**src/rtl/fft_engine_serial.sv**
```systemverilog
// Serial radix-2 DIT FFT: loads N samples bit-reversed, runs every butterfly through one unit, unloads N bins.
// Latency: LOG2N*N/2 compute cycles from the last accepted sample to the first output bin.
// Backpressure: in_ready only while loading; each output bin holds stable until out_ready.
// Ports: clk, rst (async active-low), in_valid/in_ready/in_real/in_imag sample stream,
//        out_valid/out_ready/out_real/out_imag/out_last bin stream, busy (high outside LOAD).
module fft_engine_serial #(
  parameter int DATA_W = 16,
  parameter int LOG2N  = 3,
  parameter int SCALE  = 1
) (
  input  logic              clk,
  input  logic              rst,
  input  logic              in_valid,
  output logic              in_ready,
  input  logic [DATA_W-1:0] in_real,
  input  logic [DATA_W-1:0] in_imag,
  output logic              out_valid,
  input  logic              out_ready,
  output logic [DATA_W-1:0] out_real,
  output logic [DATA_W-1:0] out_imag,
  output logic              out_last,
  output logic              busy
);
  localparam int N  = 1 << LOG2N;
  localparam int PW = DATA_W + 17;  // width of a full complex-product sum
  localparam logic signed [PW-1:0] RND = PW'(16384);

  typedef enum logic [1:0] {LOAD, COMPUTE, UNLOAD} state_t;

  state_t            state_q, state_d;
  logic [LOG2N-1:0]  cnt_q, cnt_d;  // sample index in LOAD, butterfly j in COMPUTE, bin in UNLOAD
  logic [2:0]        stg_q, stg_d;
  logic [DATA_W-1:0] re_q [N];
  logic [DATA_W-1:0] re_d [N];
  logic [DATA_W-1:0] im_q [N];
  logic [DATA_W-1:0] im_d [N];

  function automatic logic [LOG2N-1:0] bitrev(input logic [LOG2N-1:0] v);
    logic [LOG2N-1:0] r;
    r = '0;
    for (int i = 0; i < LOG2N; i++) r[i] = v[LOG2N-1-i];
    return r;
  endfunction

  // First quadrant of 32767*cos(2*pi*i/32); the rest of the 32-entry ROM follows by symmetry.
  function automatic logic signed [15:0] qcos(input logic [4:0] i);
    case (i)
      5'd0:    qcos = 16'sd32767;
      5'd1:    qcos = 16'sd32137;
      5'd2:    qcos = 16'sd30273;
      5'd3:    qcos = 16'sd27245;
      5'd4:    qcos = 16'sd23170;
      5'd5:    qcos = 16'sd18204;
      5'd6:    qcos = 16'sd12539;
      5'd7:    qcos = 16'sd6393;
      default: qcos = 16'sd0;
    endcase
  endfunction

  function automatic logic signed [15:0] cos32(input logic [4:0] i);
    if (i <= 5'd8)       cos32 = qcos(i);
    else if (i <= 5'd16) cos32 = -qcos(5'd16 - i);
    else if (i <= 5'd24) cos32 = -qcos(i - 5'd16);
    else                 cos32 = qcos(5'd0 - i);  // 32 - i
  endfunction

  // Butterfly datapath
  logic [LOG2N-1:0]         j, half, k, idx_a, idx_b;
  logic [4:0]               tw_idx;
  logic signed [15:0]       w_re, w_im;
  logic signed [DATA_W-1:0] a_re, a_im, b_re, b_im, p_re, p_im;
  logic signed [PW-1:0]     pr_full, pi_full, pr_rnd, pi_rnd;
  logic signed [DATA_W:0]   s_re, s_im, d_re, d_im;
  logic [DATA_W-1:0]        top_re, top_im, bot_re, bot_im;
  logic                     unused_bits;

  always_comb begin
    j      = {1'b0, cnt_q[LOG2N-2:0]};
    half   = LOG2N'(1) << stg_q;
    k      = j & (half - LOG2N'(1));
    idx_a  = ((j >> stg_q) << (stg_q + 3'd1)) | k;
    idx_b  = idx_a | half;
    // e*(32/N) with e = k*N/2^(s+1) reduces to k << (4-s)
    tw_idx = 5'(k) << (3'd4 - stg_q);
    w_re   = cos32(tw_idx);
    w_im   = -cos32(tw_idx - 5'd8);  // -sin
    a_re   = re_q[idx_a];
    a_im   = im_q[idx_a];
    b_re   = re_q[idx_b];
    b_im   = im_q[idx_b];
    pr_full = PW'(w_re) * PW'(b_re) - PW'(w_im) * PW'(b_im);
    pi_full = PW'(w_re) * PW'(b_im) + PW'(w_im) * PW'(b_re);
    pr_rnd  = (pr_full + RND) >>> 15;
    pi_rnd  = (pi_full + RND) >>> 15;
    p_re    = pr_rnd[DATA_W-1:0];
    p_im    = pi_rnd[DATA_W-1:0];
    s_re    = {a_re[DATA_W-1], a_re} + {p_re[DATA_W-1], p_re};
    s_im    = {a_im[DATA_W-1], a_im} + {p_im[DATA_W-1], p_im};
    d_re    = {a_re[DATA_W-1], a_re} - {p_re[DATA_W-1], p_re};
    d_im    = {a_im[DATA_W-1], a_im} - {p_im[DATA_W-1], p_im};
    top_re  = (SCALE != 0) ? s_re[DATA_W:1] : s_re[DATA_W-1:0];
    top_im  = (SCALE != 0) ? s_im[DATA_W:1] : s_im[DATA_W-1:0];
    bot_re  = (SCALE != 0) ? d_re[DATA_W:1] : d_re[DATA_W-1:0];
    bot_im  = (SCALE != 0) ? d_im[DATA_W:1] : d_im[DATA_W-1:0];
    unused_bits = ^{pr_rnd[PW-1:DATA_W], pi_rnd[PW-1:DATA_W]};
  end

  // Next state and array update
  always_comb begin
    state_d = state_q;
    cnt_d   = cnt_q;
    stg_d   = stg_q;
    re_d    = re_q;
    im_d    = im_q;
    case (state_q)
      LOAD: begin
        if (in_valid) begin
          re_d[bitrev(cnt_q)] = in_real;
          im_d[bitrev(cnt_q)] = in_imag;
          cnt_d = cnt_q + LOG2N'(1);
          if (cnt_q == LOG2N'(N - 1)) state_d = COMPUTE;
        end
      end
      COMPUTE: begin
        re_d[idx_a] = top_re;
        im_d[idx_a] = top_im;
        re_d[idx_b] = bot_re;
        im_d[idx_b] = bot_im;
        if (cnt_q == LOG2N'(N / 2 - 1)) begin
          cnt_d = '0;
          if (stg_q == 3'(LOG2N - 1)) begin
            stg_d   = '0;
            state_d = UNLOAD;
          end else begin
            stg_d = stg_q + 3'd1;
          end
        end else begin
          cnt_d = cnt_q + LOG2N'(1);
        end
      end
      UNLOAD: begin
        if (out_ready) begin
          cnt_d = cnt_q + LOG2N'(1);
          if (cnt_q == LOG2N'(N - 1)) state_d = LOAD;
        end
      end
      default: begin
        state_d = LOAD;
        cnt_d   = '0;
        stg_d   = '0;
      end
    endcase
  end

  always_ff @(posedge clk or negedge rst) begin
    if (!rst) begin
      state_q <= LOAD;
      cnt_q   <= '0;
      stg_q   <= '0;
    end else begin
      state_q <= state_d;
      cnt_q   <= cnt_d;
      stg_q   <= stg_d;
    end
  end

  // Sample array needs no reset: outputs are gated until a full frame has been processed.
  always_ff @(posedge clk) begin
    re_q <= re_d;
    im_q <= im_d;
  end

  always_comb begin
    in_ready  = (state_q == LOAD);
    busy      = (state_q != LOAD);
    out_valid = (state_q == UNLOAD);
    out_real  = out_valid ? re_q[cnt_q] : '0;
    out_imag  = out_valid ? im_q[cnt_q] : '0;
    out_last  = out_valid && (cnt_q == LOG2N'(N - 1));
  end
endmodule
```
**config.mk**
```make
export PLATFORM = sky130hd
export DESIGN_NAME = fft_engine_serial
export DESIGN_NICKNAME = d
export VERILOG_FILES = /design/src/rtl/fft_engine_serial.sv
export SDC_FILE = /design/constraint.sdc
export NUM_CORES = 2
export LEC_CHECK = 0
export BUFFER_PORTS_ARGS = -buffer_cell sky130_fd_sc_hd__clkbuf_2
export CORE_UTILIZATION = 28
export DETAILED_ROUTE_END_ITERATION = 8
export SLEW_MARGIN = 20
export SYNTH_ARGS = -nofsm -noshare
export SYNTH_HDL_FRONTEND = slang
export SYNTH_SLANG_ARGS = --single-unit
```
**constraint.sdc**
```tcl
create_clock -name clk -period 26.3 [get_ports clk]
set_input_delay 2.63 -clock clk [delete_from_list [all_inputs] [get_ports clk]]
set_output_delay 2.63 -clock clk [all_outputs]
set_load 0.01 [all_outputs]
```
After elaboration in Yosys (flattened, before gate mapping). Memories as Yosys holds them, arrays and structs flattened. Cells that the tools add are included.

Output and inout port bits: 36. Memories: 8. Bits in registers: 264. ROM bits: 960. Bits of input ports: 36. Logic and storage cells: 185.

Memories: (name not given) (words 8, width 15, rd ports 1, clocked after memory_dff 0, wr ports 0, line 47) `case (i)`; (name not given) (words 8, width 15, rd ports 1, clocked after memory_dff 0, wr ports 0, line 47); (name not given) (words 8, width 15, rd ports 1, clocked after memory_dff 0, wr ports 0, line 47); (name not given) (words 8, width 15, rd ports 1, clocked after memory_dff 0, wr ports 0, line 47); (name not given) (words 8, width 15, rd ports 1, clocked after memory_dff 0, wr ports 0, line 47); (name not given) (words 8, width 15, rd ports 1, clocked after memory_dff 0, wr ports 0, line 47); 2 more memories.

Bitwise gates (word level): 8. Equality and inequality tests: 11. Multiply operators: 4. Multiplexer cells: 74. Reductions and logical operators: 20. Add/subtract/negate cells: 24. Shifts and indexed selects: 4. Magnitude comparators: 13.

Operator list (number): $bwmux 128 (6); $mux 16 (41); $pmux 128 s2 (2); $bmux 16 s3 (6); $mux 128 (2); $demux 16 s3 (3); $mul 16x16->31 (4); $neg 16->16 (5); $add 31x16->31 const B (2); $add 16x16->17 (2); $sub 16x16->17 (2); $add 31x31->31 (1); $sub 31x31->31 (1); $le 5x5->1 const B (4); $logic_not 2->1 (9); $ge 4x4->1 const B (4); $not 3->4 (4); $mux 3 (5); $lt 4x1->1 const B (3); $mux 2 (6); $le 5x4->1 const B (2); $sub 1x5->5 const A (2); $sub 5x5->5 const A (2); $sub 5x5->5 const B (2); other kinds (25) (38).

Logic depth before layout (Yosys ltp).
Depth in word-level cells: 23. Depth in mapped cells: 71.

Worst setup path before layout. No wires, ideal clock.

Path kind: reg2reg. Start point: reg stg_q[0]. End point: reg re_q[45] (netlist name) (data pin). Required time: 26.039 ns. Cell stages (with the launch flop): 69. Path slack: 11.332 ns. Data arrival time: 14.707 ns. Cell sequence: dfrtp_1 > buf_2 > inv_1 > ha_1 > ha_1 > buf_4 > nand4b_1 > o21ai_1 > a32oi_1 > ha_1 > inv_1 > a21oi_1 > a21oi_1 > o211a_1 > or2_2 > buf_4 > nand2_1 > ha_1 > [33 not listed] > o21a_1 > or2_1 > a21oi_1 > xnor2_1 > ha_1 > clkbuf_1 > inv_1 > a21oi_1 > o21bai_1 > a21oi_1 > o21bai_1 > a21oi_1 > o21bai_1 > a21oi_1 > o31ai_1 > xnor2_1 > and2_1 > a221o_1.

RTL lines: start: declaration (line 32) `logic [2:0] stg_q, stg_d;`; start signal: assignment (line 163) `stg_q <= stg_d;`; end signal: assignment (line 169) `re_q <= re_d;`; end: declaration (line 33) `logic [DATA_W-1:0] re_q [N];`.

==> impl_metrics.tcl <==
set metrics [dict create \
    cts_tree "yes" \
    drtAntennaViolNets 0 \
    numPortBuffers 71 \
    drv_cap 0 \
    synth_warnings 0 \
    cts.sinks 264 \
    worst_setup_path_end_kind "register" \
    setup_viol 0 \
    hold_violations 0 \
    critPathKind "reg -> reg" \
    period_needed_ns 19.27 \
    dp_hpwl_um 194000 \
    synth_edf_count 256 \
    final.setup.tns_ns 0 \
    clk_transition_reported_paths_ns 0.06 \
    min_from "stg_q[1]" \
    row_count 173 \
    fin_nets 8631 \
    insertion_delay_ns 0.63 \
    worst_ep_required_time_ns 26.75 \
    dr_total_vias 55976 \
    slew_headroom_pct 16.6 \
    chipWidth_um 474 \
    r2r-start "stg_q[0]" \
    boundaryPins 72 \
    cts-resized-gates 0 \
    postCtsSetupRepairBufs 0 \
    drive_gt1_share_pct 7.56 \
    fill_cells 23372 \
    cpPeakStageDelay_ns 0.77 \
    pre_cts_ws_ns 6.97 \
    grtUsageTotal_pct 23.2 \
    grt_pass1_wl_um 386000 \
    multiInputGateArea_um2 48400 \
    ys_ff_latch 264 \
    area_growth_pct 8.62 \
    chipHeight_um 474 \
    synth.distinct_cells 106 \
    wire_per_inst_um 26.1 \
    viasPerCell 5.54 \
    finClkSkew_ns 0.0171 \
    min_period_over_period_pct 73.3 \
    firstDrtPassIters 7 \
    status "complete, no violations" \
    min_path_cells 2 \
    core_area_um2 222000 \
    cts_buffers 29 \
    synthCells 7237 \
    cts.path.max_buffers 3 \
    synthFlopType "edfxtp_1" \
    register_area_um2 7900 \
    drt_iter0_drc 7392 \
    crit_arrival_ns 19.72 \
    rsz0062_at_grt "no" \
    synth.avg_cell_area_um2 8.63 \
    min_to "stg_q[1]" \
    cpMostUsedCell "a21oi_1" \
    final_cell_mix "1340 x inv_1, 1105 x nand2_1, 1099 x fa_1" \
    startpoint_type "register" \
    mostFrequentLayoutCell "inv_1" \
    totalWireLength_um 263000 \
    synth_nets 8778 \
    slowest_stage "dfrtp_1" \
    path_max_fanout 22 \
    h-tree-depth 1 \
    rrSetupSlack_ns 7.03 \
    hold_path_class "reg -> reg" \
    drc 0 \
    r2r-end "im_q[95]" \
    ys_seq_area_share_pct 12.6 \
    start_util_pct 28.1 \
    slew_violations 0 \
    grt_max_degree 90 \
    dieArea_um2 225000 \
    tightest_slew_ns 1.25 \
    worst_slack_ns 7.03 \
    antenna_found_initial 30 \
    clockRootBuffer "clkbuf_16" \
    r2r_cells 58 \
    fmax_ghz 0.0519 \
    ys_async_sr_fraction_pct 3.03 \
    netlist_area_um2 62500 \
    grt_pass1_vias 56982 \
    hold_buffers 0 \
    overflow 0 \
    gp_congestion 1.01 \
]
==> metal layers <==
layer  wire length [um]  GRT usage, %  part of all wire (%)
met3              36300          7.82                    14
met4              18300          13.2                   6.9
met1              95800          28.7                    36
met5                219        0.0649                 0.083
met2             113000          35.2                    43
==> synth_stat cells, drive strengths merged, types with 20 or more instances <==
cell / count / area [um2]
mux4: 64 / 1440
a22o: 70 / 613
xnor2: 140 / 1250
a31oi: 50 / 328
buf: 87 / 382
fa: 1099 / 22000
o211ai: 21 / 158
and2: 114 / 713
o21bai: 23 / 173
edfxtp: 256 / 7690
a211oi: 25 / 193
nor3: 55 / 285
a21o: 37 / 279
o21ai: 204 / 1040
a21oi: 305 / 1530
a22oi: 37 / 278
ha: 406 / 5080
nand2: 1108 / 4160
o22ai: 197 / 1230
clkbuf: 354 / 1330
o221ai: 71 / 622
xor2: 53 / 498
nor2: 644 / 2420
nand3: 114 / 576
nor2b: 22 / 140
a311oi: 25 / 225
and3: 20 / 125
inv: 1344 / 5040
nor4: 26 / 181
a221o: 20 / 200
==> cells by family after synthesis <==
family	count (synthesis)	synth area share (%)
and+or+nand+nor	2190	14.8
AOI/OAI and AO/OA	1214	13.0
DFF	264	12.6
buffers and inverters	1788	10.8
xor gates and xnor gates	194	2.83
adders and majority gates	1505	43.3
muxes	82	2.61
==> cell type report <==
class / count / area share (%)
multi-input cells: 5185 / 71.4
flip-flops and latches: 264 / 11.6
inverters: 1347 / 7.45
well taps: 2975 / 5.49
repair buffers: 263 / 2.65
clock buffers: 32 / 1.09
clock inverters: 21 / 0.267
diodes: 15 / 0.0553
==> flip-flops by register name (all words and copies together), names as in the netlist <==
register and cells:
im_q 128, re_q 128, cnt_q 3, stg_q 3, state_q 2
==> stage by stage <==
step                utilization, %  hold WS (ns)  instance area [um2]  std cells
finish                        30.6         0.681                67900      10102
global route                  30.5         0.734                67800      10087
CTS                           30.5         0.681                67700      10083
detailed placement            30.1         0.662                66800      10030
global placement              30.1         0.636                66800      10029
floorplan                        -         0.524                62500       7237
==> worst max path at each step <==
| stage | startpoint | endpoint | slack [ns] | depth (start not counted) |
|---|---|---|---|---|
| 6_report | stg_q[0] | im_q[95] | 7.03 | 58 |
| 5_1_grt | stg_q[0] | im_q[63] | 5.99 | 58 |
| 3_3_place_gp | stg_q[0] | im_q[93] | 7.34 | 58 |
| 3_5_place_dp | stg_q[0] | im_q[29] | 6.97 | 58 |
| 4_1_cts | stg_q[0] | im_q[29] | 6.91 | 58 |
| 2_1_floorplan | stg_q[0] | re_q[45] | 11.33 | 68 |
==> worst max-delay path, delay by kind of cell, from the launching register on <==
family          cells  cell delay [ns]
compound gates     26             6.59
buf+inv             7             1.38
simple gates        9             2.89
flops               1             0.77
fa+ha+maj          14             6.70
xor+xnor            2             0.71
Power is not shown: default switching activity piles up to over one toggle a cycle in this logic, so the estimate is an artifact.
